### src/rtl/fmadd_lzd_merge_stage.sv
// Two-stage leading-zero detector for the FMA normaliser: pair flags are merged into
// three 8-bit groups in stage 1, then into a 24-bit count and a normalising shift in stage 2.
module fmadd_lzd_merge_stage (
  input  logic        clk,
  input  logic        rst,
  input  logic        flush,
  input  logic        in_valid,
  output logic        in_ready,
  input  logic [23:0] in_pos_val,
  input  logic [23:0] in_man,
  output logic        out_valid,
  input  logic        out_ready,
  output logic [4:0]  out_lzc,
  output logic        out_zero,
  output logic [23:0] out_norm_man
);

  // Handshake: a beat moves on a side when valid & ready are both high at the rising edge.
  // in_ready depends only on pipeline occupancy and out_ready, never on in_valid.
  // flush empties both stages at the next edge and overrides every transfer.

  typedef struct packed {
    logic       val;
    logic [2:0] cnt;
  } grp8_t;

  // pv = {val_u, pos_u, val_l, pos_l}; result = {val, cnt[1:0]}
  function automatic logic [2:0] merge_quad(input logic [3:0] pv);
    logic [2:0] r;
    r[2]   = pv[3] | pv[1];
    r[1:0] = pv[3] ? {1'b0, pv[2]} : {1'b1, pv[0]};
    return r;
  endfunction

  function automatic grp8_t merge_oct(input logic [7:0] pv);
    logic [2:0] q_u;
    logic [2:0] q_l;
    grp8_t      g;
    q_u   = merge_quad(pv[7:4]);
    q_l   = merge_quad(pv[3:0]);
    g.val = q_u[2] | q_l[2];
    g.cnt = q_u[2] ? {1'b0, q_u[1:0]} : {1'b1, q_l[1:0]};
    return g;
  endfunction

  logic        adv1;
  logic        adv2;
  logic        s1_valid;
  grp8_t       s1_g2;
  grp8_t       s1_g1;
  grp8_t       s1_g0;
  logic [23:0] s1_man;

  grp8_t       g2_d;
  grp8_t       g1_d;
  grp8_t       g0_d;

  logic        val16;
  logic [3:0]  cnt16;
  logic        zero_d;
  logic [4:0]  lzc_d;
  logic [23:0] norm_d;

  assign adv2     = !out_valid || out_ready;
  assign adv1     = !s1_valid || adv2;
  assign in_ready = adv1;

  // Group 2 holds pairs 11..8 (mantissa bits 23:16) and has top priority.
  assign g2_d = merge_oct(in_pos_val[23:16]);
  assign g1_d = merge_oct(in_pos_val[15:8]);
  assign g0_d = merge_oct(in_pos_val[7:0]);

  always_ff @(posedge clk or posedge rst) begin
    if (rst) begin
      s1_valid <= 1'b0;
      s1_g2    <= '0;
      s1_g1    <= '0;
      s1_g0    <= '0;
      s1_man   <= '0;
    end else if (flush) begin
      s1_valid <= 1'b0;
    end else if (adv1) begin
      s1_valid <= in_valid;
      if (in_valid) begin
        s1_g2  <= g2_d;
        s1_g1  <= g1_d;
        s1_g0  <= g0_d;
        s1_man <= in_man;
      end
    end
  end

  always_comb begin
    val16  = s1_g2.val | s1_g1.val;
    cnt16  = s1_g2.val ? {1'b0, s1_g2.cnt} : {1'b1, s1_g1.cnt};
    zero_d = !(val16 | s1_g0.val);
    lzc_d  = 5'd24;
    norm_d = '0;
    if (val16) begin
      lzc_d = {1'b0, cnt16};
    end else if (s1_g0.val) begin
      lzc_d = 5'd16 + {2'b00, s1_g0.cnt};
    end
    if (!zero_d) begin
      norm_d = s1_man << lzc_d;
    end
  end

  always_ff @(posedge clk or posedge rst) begin
    if (rst) begin
      out_valid    <= 1'b0;
      out_lzc      <= '0;
      out_zero     <= 1'b0;
      out_norm_man <= '0;
    end else if (flush) begin
      out_valid <= 1'b0;
    end else if (adv2) begin
      out_valid <= s1_valid;
      if (s1_valid) begin
        out_lzc      <= lzc_d;
        out_zero     <= zero_d;
        out_norm_man <= norm_d;
      end
    end
  end

endmodule
### config.mk
export PLATFORM = sky130hd
export DESIGN_NAME = fmadd_lzd_merge_stage
export DESIGN_NICKNAME = d
export VERILOG_FILES = /design/src/rtl/fmadd_lzd_merge_stage.sv
export SDC_FILE = /design/constraint.sdc
export NUM_CORES = 1
export LEC_CHECK = 0
export BUFFER_PORTS_ARGS = -buffer_cell sky130_fd_sc_hd__buf_2
export CAP_MARGIN = 20
export CORE_MARGIN = 2
export CORE_UTILIZATION = 45
export DETAILED_ROUTE_END_ITERATION = 10
export PLACE_DENSITY = 0.73
export SYNTH_ARGS = -nofsm -noshare
export SYNTH_HDL_FRONTEND = slang
export SYNTH_SLANG_ARGS = --single-unit
### constraint.sdc
create_clock -name clk -period 3.41 [get_ports clk]
set_clock_uncertainty 0.2 [all_clocks]
set_input_delay 0.341 -clock clk [delete_from_list [all_inputs] [get_ports clk]]
set_output_delay 0.341 -clock clk [all_outputs]
set_load 0.02 [all_outputs]
# --- Word level (Yosys, flattened, before mapping) ---
# Index checks and enable logic that the tools add are counted.
totals:
  register_bits: 68
  wordCells: 52
  out_inout_bits: 32
  input_bits: 53
classes:
  n_reduce_logical: 9
  add_sub_neg: 1
  n_mux: 17
  n_bitwise: 12
  shifts: 1
ops:
  columns: ["cell", "n"]
  rows:
  - ["two-way mux 24 bit", 1]
  - ["<< shifter 24 x 5 -> 24 bit", 1]
  - ["two-way mux 2 bit", 6]
  - ["bitwise OR 1 bit", 11]
  - ["two-way mux 5 bit", 2]
  - ["two-way mux 3 bit", 3]
  - ["AND reduction 3 bit", 2]
  - ["adder 5 x 3 -> 5 bit, first input constant", 1]
  - ["two-way mux 1 bit", 4]
  - ["two-way mux 4 bit", 1]
  - ["nonzero test 2 bit", 2]
  - ["logical NOT 1 bit", 3]
  - ["logical OR 1 bit", 2]
  - ["NOT 1 bit", 1]

# --- Logic depth before layout (Yosys ltp) ---
depth:
  depth_word: 5
  mapped_depth: 9
  depth_no_buf: 6

# --- Least setup slack after synthesis ---
# No wires, ideal clock.
synth_path:
  kind: "flip-flop to flip-flop"
  from: "reg s1_g2[1] (netlist bit)"
  to: "reg out_norm_man[16]"
  period_less_slack_ps: 2449
  setup_ps: 140
  path_slack_ps: 961
  stages_incl_launch_ff: 9
  path_buffers: 2
  t_required_ps: 3070
  arrival_time_ps: 2109
  cell_sequence: "dfrtp_1 > buf_6 > nand2b_1 > buf_2 > a21o_1 > a221o_1 > mux4_2 > a2111oi_2 > a311oi_1"
synth_between:
  elab_chain_len: 4
synth_rtl:
  columns: ["item", "line", "source"]
  rows:
  - ["from (decl)", "49", "grp8_t s1_g2;"]
  - ["from (signal assigned)", "85", "s1_g2 <= g2_d;"]
  - ["two-way mux 4 bit", "95", "cnt16 = s1_g2.val ? {1'b0, s1_g2.cnt} : {1'b1, s1_g1.cnt};"]
  - ["two-way mux 5 bit", "99", "if (val16) begin"]
  - ["<< shifter 24 x 5 -> 24 bit", "105", "norm_d = s1_man << lzc_d;"]
  - ["two-way mux 24 bit", "104", "if (!zero_d) begin"]
  - ["to (signal assigned)", "122", "out_norm_man <= norm_d;"]
  - ["to (decl)", "15", "output logic [23:0] out_norm_man"]
# Every way passes these cells.
# A chain may end at the register's enable or synchronous reset.

# --- Worst setup path after layout ---
layout_path:
  from: "reg s1_g1[3] (netlist bit)"
  to: "reg out_norm_man[21]"
layout_between:
  elab_chain_len: 4
  elab_cells_between_ends: 5
  classes_between: "shift (1); mux (2); bitwise (2)"
layout_rtl:
  columns: ["item", "line", "source"]
  rows:
  - ["from (decl)", "50", "grp8_t s1_g1;"]
  - ["from (signal assigned)", "86", "s1_g1 <= g1_d;"]
  - ["bitwise OR 1 bit (*)", "94", "val16 = s1_g2.val | s1_g1.val;"]
  - ["two-way mux 5 bit", "99", null]
  - ["<< shifter 24 x 5 -> 24 bit", "105", null]
  - ["two-way mux 24 bit (*)", "104", null]
# Mark *: on every way between the ends. The rest lies on a longest branch, timed or not.

==> flow_summary.yaml <==
timing:
  rsz0062_at_grt: "false"
  setup_tns_ns: 0
  hold_viol: 0
  finalWorstSetupSlack_ns: 0.5345
  fin_crit_sh_pct: 84.33
  drv_slew: 0
  max-slew-margin-rel_pct: 47.02
  period_needed_ns: 2.876
  worst_pin_slew_ns: 0.7946
  fmax_mhz: 347.8
  setup_viol: 0
critical_path:
  arrival_ns: 2.91
  ff2ff_path_depth: 6
  critPathLaunchType: "flop"
  reg2reg_to: "out_norm_man[21]$_DFFE_PP0P_"
  worstReg2RegStart: "s1_g1[3]$_DFFE_PP0P_"
  startpoint: "s1_g1[3]$_DFFE_PP0P_"
  regToRegSetupSlack_ns: 0.53
  worst_ep_required_time_ns: 3.45
  critPathMaxFanout: 14
  endpoint_kind: "flop"
  crit_type: "flop to flop"
layout:
  diodes: 0
  mostFrequentLayoutCells: "buf_2, dfrtp_1, nand2_1"
  drive_gt1_share_pct: 31.07
  nets: 563
  layout_commonest_cell: "buf_2"
  area_delta_synth_final_pct: 18.30
  fillers: 808
die:
  std_cell_rows: 34
  dieArea_um2: 9929
  die_h_um: 99.65
  pin_count: 85
  initial_core_util_pct: 46.75
  dieWidth_um: 99.65
  core-area_um2: 8806
drt:
  drt_pass1_iterations: 5
  wl_um: 12070
  drt-wirelength-per-cell_um: 19.37
  ant_nets: 0
  vias: 3746
  post-route-drc-count: 0
  vias_per_cell: 6.013
  drt_iter0_drc: 216
synthesis:
  yosysUniqueCellTypes: 66
  netlist_area_um2: 4116
  yosysSeqAreaShare_pct: 41.34
  synth_edf_count: 0
  avgSynthCellArea_um2: 9.663
  synthFlopType: "dfrtp_1"
  synth_cells: 426
  yosysWarnings: 0
  synth_nets: 479
  ys_ff_latch: 68
  async_flop_share_pct: 100.0
clock_tree:
  cts_buffers: 9
  h-tree-depth: 3
  cts_setup_buffers: 0
  cts_tree: "built"
  clockBufferDepth: 2
  root_buffer: "clkbuf_8"
  cts_sinks: 68
  clk_pin_slew_worst_paths_ns: 0.08
  clk_latency_ns: 0.35
  cts_resized: 0
global_route:
  grt_pass1_vias: 3653
  grt_pass1_wl_um: 19600
  grt_max_degree: 49
  grt_util_all_layers_pct: 25.36
  antenna_found_initial: 0
  overflow: 0
pwr:
  switchingPower_mw: 1.218
  pwr-share-seq_pct: 36.9
  leakagePower_nw: 2.282
  p_comb_share_pct: 40.6
  internal_power_mw: 1.792
  switching_share_pct: 40.46
  clkPwrFrac_pct: 22.5
  vdd_drop_max_uv: 257.1
  power_density_nw_per_um2: 618.1
min_path:
  min_to: "s1_valid$_DFFE_PP0P_"
  min_from: "in_valid"
  hold_depth: 3
  min_path_type: "input pin to flop"
job:
  cap_violations: 0
placed_design:
  hpwl_um: 9381
  io_buffers: 84
  pre_cts_ws_ns: 0.5998
  place_congestion: 0.9369
status:
  run_status: "finished clean"
## per-layer routing
layer,vias to the layer above,routed length [µm],global-route usage (%)
met5,-,0,0
met4,0,199,7.376
met3,11,655,3.654
met2,133,5603,40.70
met1,1812,5606,35.85
li1,1790,-,-
## sequential cells by signal, indices dropped and copies added, names as in the netlist
name and cells:
s1_valid 1, s1_g2 4, out_lzc 5, s1_man 24, out_zero 1, s1_g0 4
s1_g1 4, out_valid 1, out_norm_man 24
## critical path: stages, from the launching register on
cell,delay [ns]
dfrtp_1,0.45
nand3b_2,0.35
a21oi_4,0.46
mux2_2,0.46
o2bb2ai_1,0.30
o221ai_1,0.19
a221o_1,0.35
## synthesized netlist by cell type, types with 5 or more instances
library cell / number / share of area [%]
o31ai_1: 11 / 2.0
nand2_1: 48 / 4.4
nor2_1: 32 / 2.9
mux2i_1: 26 / 6.3
dfrtp_1: 68 / 41
a221oi_1: 5 / 1.1
o221ai_1: 7 / 1.5
o22ai_1: 6 / 0.91
nor2b_1: 5 / 0.76
nand3_1: 11 / 1.3
a21oi_1: 16 / 1.9
inv_1: 6 / 0.55
nor3_1: 7 / 0.85
buf_2: 8 / 0.97
nand4_1: 6 / 0.91
o21ai_0: 24 / 2.9
a21o_1: 5 / 0.91
clkbuf_1: 16 / 1.5
mux2_2: 29 / 7.9
a22oi_1: 6 / 1.1
## power groups by stage
stage                     Combinational [mW]  Clock [mW]  Sequential, mW
after global placement                  1.20           0            1.12
after CTS                               1.21       0.691            1.11
after detailed placement                1.20           0            1.13
final                                   1.22       0.677            1.11
after global routing                    1.32       0.731            1.14
after floorplan                        0.704           0            1.21
## cells by family (layout without fill, tap and decap cells)
group / count (synthesis) / count (layout) / synth area share [%]
AND/OR/NAND/NOR: 136 / 136 / 16.02
AO/OA/AOI/OAI: 128 / 128 / 22.83
flip-flops: 68 / 68 / 41.34
multiplexers: 58 / 58 / 15.71
buffers and inverters: 36 / 125 / 4.103
## area by class of cell
class / instances / area [µm²] / area share [%]
sequential: 68 / 1702 / 34.94
tap: 108 / 135.1 / 2.775
timing repair buffer: 102 / 560.5 / 11.51
clock inverter: 7 / 76.32 / 1.567
clock buffer: 9 / 123.9 / 2.544
inverter: 7 / 26.28 / 0.5396
multi-input combinational: 322 / 2246 / 46.12
## stage by stage
step / instances / area, µm² / util [%] / total power [mW] / hold WS [ns]
detailed placement: 605 / 4649 / 52.80 / 2.332 / 0.2672
floorplan: 426 / 4116 / - / 1.917 / 0.2074
global route: 623 / 4870 / 55.30 / 3.184 / 0.009585
finish: 623 / 4870 / 55.30 / 3.010 / 0.01549
global placement: 605 / 4649 / 52.80 / 2.320 / 0.2561
CTS: 623 / 4870 / 55.30 / 3.011 / 0.009922
## worst max-delay path by stage
stage	end	slack, ns	cells after the start
global placement	out_norm_man[21]$_DFFE_PP0P_	0.63	6
floorplan	out_norm_man[16]$_DFFE_PP0P_	0.96	8
CTS	out_norm_man[21]$_DFFE_PP0P_	0.58	6
detailed placement	out_norm_man[21]$_DFFE_PP0P_	0.60	6
finish	out_norm_man[21]$_DFFE_PP0P_	0.53	6
global route	out_norm_man[20]$_DFFE_PP0P_	0.31	6
## timing repair
| item | 4_1_cts | 5_1_grt |
|---|---|---|
| endpoints found under the hold margin | 33 | 0 |
| hold buffers | 2 | 0 |
| endpoints found under the setup margin | 0 | 0 |
No activity file was read; power rests on OpenSTA's default activity.
